**config.mk**
```make
export PLATFORM = sky130hd
export DESIGN_NAME = mod_sum_seq
export DESIGN_NICKNAME = d
export VERILOG_FILES = /design/src/rtl/mod_sum_seq_pkg.sv /design/src/rtl/mod_sum.sv /design/src/rtl/mod_sum_seq.sv
export SDC_FILE = /design/constraint.sdc
export NUM_CORES = 1
export LEC_CHECK = 0
export CORE_AREA = 2 2 66 84
export DETAILED_ROUTE_END_ITERATION = 10
export DIE_AREA = 0 0 68 86
export DONT_BUFFER_PORTS = 1
export GPL_ROUTABILITY_DRIVEN = 0
export PLACE_DENSITY = 0.69
export REMOVE_ABC_BUFFERS = 1
export SETUP_SLACK_MARGIN = 0.4
export SYNTH_ARGS = -nofsm -noshare
export SYNTH_HDL_FRONTEND = slang
export SYNTH_HIERARCHICAL = 1
export SYNTH_SLANG_ARGS = --single-unit
```
**constraint.sdc**
```tcl
create_clock -name clk -period 2.75 [get_ports clk]
set_clock_uncertainty 0.1 [all_clocks]
set_input_delay 0.275 -clock clk [delete_from_list [all_inputs] [get_ports clk]]
set_output_delay 0.275 -clock clk [all_outputs]
set_load 0.01 [all_outputs]
```
**src/rtl/mod_sum_seq_pkg.sv**
```systemverilog
`default_nettype none
// ============================================================================
//  Module   : mod_sum_seq_pkg
//  Purpose  : Shared types and helpers for the chunked add sequencer.
//             state_t : sequencer FSM states
//             cnt_w() : bit width of a counter that indexes n chunks
//  Revision : 1.0  initial release
// ============================================================================
package mod_sum_seq_pkg;

  typedef enum logic [1:0] {
    IDLE = 2'd0,
    RUN  = 2'd1,
    DONE = 2'd2
  } state_t;

  // A counter over n items needs at least one bit, even when n is 1.
  function automatic int cnt_w(input int n);
    return (n <= 1) ? 1 : $clog2(n);
  endfunction

endpackage : mod_sum_seq_pkg
`default_nettype wire

```
**src/rtl/mod_sum.sv**
```systemverilog
`default_nettype none
// ============================================================================
//  Module   : mod_sum
//  Purpose  : Combinational ripple adder of configurable width, with carry.
//  Ports    : a, b  (in,  width)  addends
//             ci    (in,  1)      carry in
//             s     (out, width)  sum, modulo 2^width
//             co    (out, 1)      carry out
//  Revision : 1.0  initial release
// ============================================================================
module mod_sum #(
  parameter int width = 4
) (
  input  logic [width-1:0] a,
  input  logic [width-1:0] b,
  input  logic             ci,
  output logic [width-1:0] s,
  output logic             co
);

  // One extra bit captures the carry out of the top position.
  logic [width:0] sum_w;

  assign sum_w = {1'b0, a} + {1'b0, b} + {{width{1'b0}}, ci};
  assign s     = sum_w[width-1:0];
  assign co    = sum_w[width];

endmodule : mod_sum
`default_nettype wire

```
**src/rtl/mod_sum_seq.sv**
```systemverilog
`default_nettype none
// ============================================================================
//  Module   : mod_sum_seq
//  Purpose  : Sequences one shared CHUNK-bit adder (mod_sum) across NCHUNK
//             chunks, LSB chunk first, so that it adds two W-bit operands with
//             W = CHUNK*NCHUNK. A registered carry links the chunks.
//  Ports    : clk, rst                    clock, synchronous active-high reset
//             start_valid/start_ready     operand handshake (a, b, cin[, sub])
//             result_valid/result_ready   result handshake (sum, cout)
//             busy                        high while in RUN or DONE
//  Config   : MOD_SUM_SEQ_SUB_EN adds input 'sub'. When sub=1 at accept, the
//             block computes a-b mod 2^W, and cout=1 means no borrow.
//  Revision : 1.0  initial release
// ============================================================================
module mod_sum_seq
  import mod_sum_seq_pkg::*;
#(
  parameter int CHUNK  = 4,
  parameter int NCHUNK = 4,
  parameter int W      = CHUNK * NCHUNK
) (
  input  logic         clk,
  input  logic         rst,
  input  logic         start_valid,
  output logic         start_ready,
  input  logic [W-1:0] a,
  input  logic [W-1:0] b,
  input  logic         cin,
`ifdef MOD_SUM_SEQ_SUB_EN
  input  logic         sub,
`endif
  output logic         result_valid,
  input  logic         result_ready,
  output logic [W-1:0] sum,
  output logic         cout,
  output logic         busy
);

  localparam int            CW   = cnt_w(NCHUNK);
  localparam logic [CW-1:0] LAST = CW'(NCHUNK - 1);

  state_t          state_q;
  logic [W-1:0]    a_q;
  logic [W-1:0]    b_q;
  logic            carry_q;
  logic [CW-1:0]   cnt_q;
  logic [W-1:0]    sum_q;
  logic            cout_q;
  logic            start_ready_q;
  logic            result_valid_q;
  logic            busy_q;

  // Operand values captured at accept. Subtraction is a + ~b + 1.
  logic [W-1:0]    b_d;
  logic            carry_d;

`ifdef MOD_SUM_SEQ_SUB_EN
  assign b_d     = sub ? ~b : b;
  assign carry_d = sub ? 1'b1 : cin;
`else
  assign b_d     = b;
  assign carry_d = cin;
`endif

  // The one adder is shared by every chunk via the cnt-indexed slices.
  logic [CHUNK-1:0] add_a;
  logic [CHUNK-1:0] add_b;
  logic [CHUNK-1:0] add_s;
  logic             add_co;

  assign add_a = a_q[cnt_q*CHUNK +: CHUNK];
  assign add_b = b_q[cnt_q*CHUNK +: CHUNK];

  mod_sum #(.width(CHUNK)) u_chunk_add (
    .a  (add_a),
    .b  (add_b),
    .ci (carry_q),
    .s  (add_s),
    .co (add_co)
  );

  always_ff @(posedge clk) begin
    if (rst) begin
      state_q        <= IDLE;
      a_q            <= '0;
      b_q            <= '0;
      carry_q        <= 1'b0;
      cnt_q          <= '0;
      sum_q          <= '0;
      cout_q         <= 1'b0;
      start_ready_q  <= 1'b1;
      result_valid_q <= 1'b0;
      busy_q         <= 1'b0;
    end else begin
      case (state_q)
        IDLE: begin
          if (start_valid) begin
            a_q           <= a;
            b_q           <= b_d;
            carry_q       <= carry_d;
            sum_q         <= '0;
            cnt_q         <= '0;
            state_q       <= RUN;
            start_ready_q <= 1'b0;
            busy_q        <= 1'b1;
          end
        end
        RUN: begin
          sum_q[cnt_q*CHUNK +: CHUNK] <= add_s;
          carry_q                     <= add_co;
          if (cnt_q == LAST) begin
            cout_q         <= add_co;
            state_q        <= DONE;
            result_valid_q <= 1'b1;
          end else begin
            cnt_q <= cnt_q + 1'b1;
          end
        end
        DONE: begin
          // sum/cout are left untouched here so they persist until the
          // next accept.
          if (result_ready) begin
            state_q        <= IDLE;
            result_valid_q <= 1'b0;
            start_ready_q  <= 1'b1;
            busy_q         <= 1'b0;
          end
        end
        default: begin
          state_q        <= IDLE;
          start_ready_q  <= 1'b1;
          result_valid_q <= 1'b0;
          busy_q         <= 1'b0;
        end
      endcase
    end
  end

  assign start_ready  = start_ready_q;
  assign result_valid = result_valid_q;
  assign sum          = sum_q;
  assign cout         = cout_q;
  assign busy         = busy_q;

endmodule : mod_sum_seq
`default_nettype wire

```
==> results_dict.tcl <==
set metrics [dict create \
    status "finished clean" \
    fin_cells 339 \
    timing.final.crit_share 0.870 \
    hp-class "input pin to flip-flop" \
    worstPathArrival_ns 2.56 \
    vias 1877 \
    post-synth-top-area-fraction 0.437 \
    async_reset_ff_frac 0 \
    tightestPinTransition_ns 0.637 \
    cts_max_level 3 \
    worst_skew_pair.late_latency_ns 0.33 \
    cts_tree "done" \
    chipWidth_um 68 \
    postSynth.topFlopCell "sky130_fd_sc_hd__dfxtp_1" \
    finalHoldViolCount 0 \
    timing.final.setup_violations 0 \
    ys_seq_area_frac 0.437 \
    ys_types 36 \
    avgViaCountPerCell 5.54 \
    total_clock_buffers_created_by_cts 9 \
    worst_setup_path_start_kind "flip-flop" \
    area.growth.synth_to_final_pct 20.4 \
    cellLeakagePower_uw 0.00128 \
    timing.final.crit_period_ns 2.39 \
    power_uw 1890 \
    drive_gt1_frac 0.159 \
    ant_cells 0 \
    firstDrtPassIters 4 \
    worstPathRequired_ns 2.92 \
    synth.avg_cell_area_um2 10.9 \
    ant_nets 0 \
    hold_path_end "b_q[15]" \
    detail_route.drc_violations 0 \
    dpl.hpwl_um 3550 \
    initial_core_util 0.522 \
    yosys_register_bits 57 \
    cts_num_sinks 57 \
    grt_util_all_layers 0.213 \
    worstSetupStartpoint "cnt_q[0]" \
    clock.fmax_ghz 0.418 \
    worstHoldStart "b[15]" \
    numPlacedInstances 293 \
    chipHeight_um 86 \
    worst_slew_margin_rel 0.575 \
    synth.cell_area_mm2 0.00261 \
    ioPinCount 57 \
    grt_pass1_vias 1900 \
    grt_remaining_overflow 0 \
    cts_root_buffer "sky130_fd_sc_hd__clkbuf_8" \
    antenna_found_initial 0 \
    synth_commonest_cells "sky130_fd_sc_hd__dfxtp_1, sky130_fd_sc_hd__nor2_1, sky130_fd_sc_hd__mux2i_1" \
    internal_reg_to_reg_setup_slack_ns 0.36 \
    yosysMostFrequentCell "sky130_fd_sc_hd__dfxtp_1" \
    finish.net_count 320 \
    hold_crit_depth 2 \
    synth_edf_count 0 \
    grt_pass1_wl_um 9200 \
    post-cts-setup-buffer-count 0 \
    critical_path.max_fanout 4 \
    timing.reg2reg.worst_path_depth 7 \
    critical_path_class "flip-flop to flip-flop" \
    cellPowerDensity_mw_per_mm2 601 \
    vdd_ir_drop_max_v 0.000499 \
    clk_pin_slew_ns 0.06 \
    yosys-top-cells-area "sky130_fd_sc_hd__dfxtp_1, sky130_fd_sc_hd__mux2i_1, sky130_fd_sc_hd__mux4_2" \
    fin_tns_setup_ns 0 \
    io_buffers 0 \
    maximum_number_of_pins_on_one_net_before_global_route_repair 40 \
    ctsLongestPathBuffers 2 \
    rows 29 \
    endpoint_of_the_most_critical_register_to_register_path "sum[1]" \
    die_area_mm2 0.00585 \
    core_area_mm2 0.00501 \
    setup_repair_after_global_routing_missed_its_margin "yes" \
    regToRegStartpoint "cnt_q[0]" \
    synth.yosys.warnings 6 \
    synth_top_area_cell "sky130_fd_sc_hd__dfxtp_1" \
    max_cap_violations 0 \
    drv_slew 0 \
    route.final.wire_length_um 5540 \
    initialDrtViolationCount 61 \
    post_synth_inst_count 240 \
    routed_wire_length_per_instance_um 16.3 \
    endpoint_class_of_the_critical_path "flip-flop" \
]
## metal layers
metal | track usage | part of all wire | up-vias
met5 | 0 | 0 | -
met1 | 0.248 | 0.42 | 900
li1 | - | - | 914
met3 | 0.0801 | 0.058 | 13
met2 | 0.343 | 0.50 | 50
met4 | 0.0909 | 0.022 | 0
## worst max-delay path: stages (launching register included)
cell	delay, ns
sky130_fd_sc_hd__dfxtp_4	0.37
sky130_fd_sc_hd__mux4_2	0.52
sky130_fd_sc_hd__fa_2	0.41
sky130_fd_sc_hd__inv_2	0.06
sky130_fd_sc_hd__fa_1	0.39
sky130_fd_sc_hd__inv_1	0.07
sky130_fd_sc_hd__or2b_1	0.26
sky130_fd_sc_hd__o2bb2ai_1	0.13
## flip-flops by register name, indices dropped and copies added (netlist names), 2 cells and up
| name | cells |
|---|---|
| cnt_q | 2 |
| a_q | 16 |
| sum | 16 |
| b_q | 16 |
| state_q | 2 |
## metrics by stage
stage                     setup WS, ns   util  area, um2  hold WS (ns)
after floorplan                  -2.06      -       2500         0.244
after global placement           0.322  0.523       2620         0.251
after detailed placement         0.264  0.523       2620         0.253
after CTS                        0.376  0.627       3140       0.00104
after global routing             0.279  0.629       3150       0.00206
final                            0.359  0.629       3150       0.00560
## cell type report
| cell class | instances | area, um2 |
|---|---|---|
| clock inverters | 2 | 10.0 |
| fillers | 401 | 1860 |
| repair buffers | 35 | 352 |
| clock buffers | 14 | 183 |
| inverters | 9 | 33.8 |
| multi-input cells | 160 | 1350 |
| flip-flops and latches | 57 | 1140 |
| well taps | 62 | 77.6 |
## worst max path at each step
stage / endpoint / cells after the start
2_1_floorplan: carry_q / 2
3_3_place_gp: sum[13] / 7
3_5_place_dp: sum[1] / 7
4_1_cts: sum[1] / 7
5_1_grt: sum[11] / 8
6_report: sum[1] / 7
## cells by family (layout without fill, tap and decap cells)
logic type / count (synthesis) / count (layout) / synth area share
compound gates: 36 / 36 / 0.102
xor+xnor: 2 / 2 / 0.00670
fa+ha+maj: 11 / 11 / 0.0584
buf+inv: 23 / 60 / 0.0565
flops: 57 / 57 / 0.437
mux: 45 / 45 / 0.213
simple gates: 66 / 66 / 0.127
## what timing repair did
item,in CTS,in global routing
hold buffers,30,0
hold endpoints to repair,41,0
gates resized for setup,8,2
endpoints found under the setup margin,14,12
## power breakdown
part	total [uW]	internal, uW	switching (uW)
sequential	899	865	33.5
combinational	244	133	111
clock	750	423	327
total	1890	1420	472
## cells in the final DEF, fill, tap and decap left out, types with 3 or more instances in the layout
cell type / instances
sky130_fd_sc_hd__mux4_2: 8
sky130_fd_sc_hd__buf_4: 4
sky130_fd_sc_hd__nand2_1: 6
sky130_fd_sc_hd__mux2i_1: 33
sky130_fd_sc_hd__o2bb2ai_1: 7
sky130_fd_sc_hd__dlygate4sd3_1: 29
sky130_fd_sc_hd__mux2_2: 3
sky130_fd_sc_hd__a22o_1: 8
sky130_fd_sc_hd__a21oi_1: 7
sky130_fd_sc_hd__nor2_1: 37
sky130_fd_sc_hd__or2b_1: 3
sky130_fd_sc_hd__ha_1: 9
sky130_fd_sc_hd__dfxtp_1: 56
sky130_fd_sc_hd__clkbuf_8: 13
sky130_fd_sc_hd__inv_1: 8
sky130_fd_sc_hd__nor2b_1: 6
Note: power is estimated with default switching activity, not from simulation.
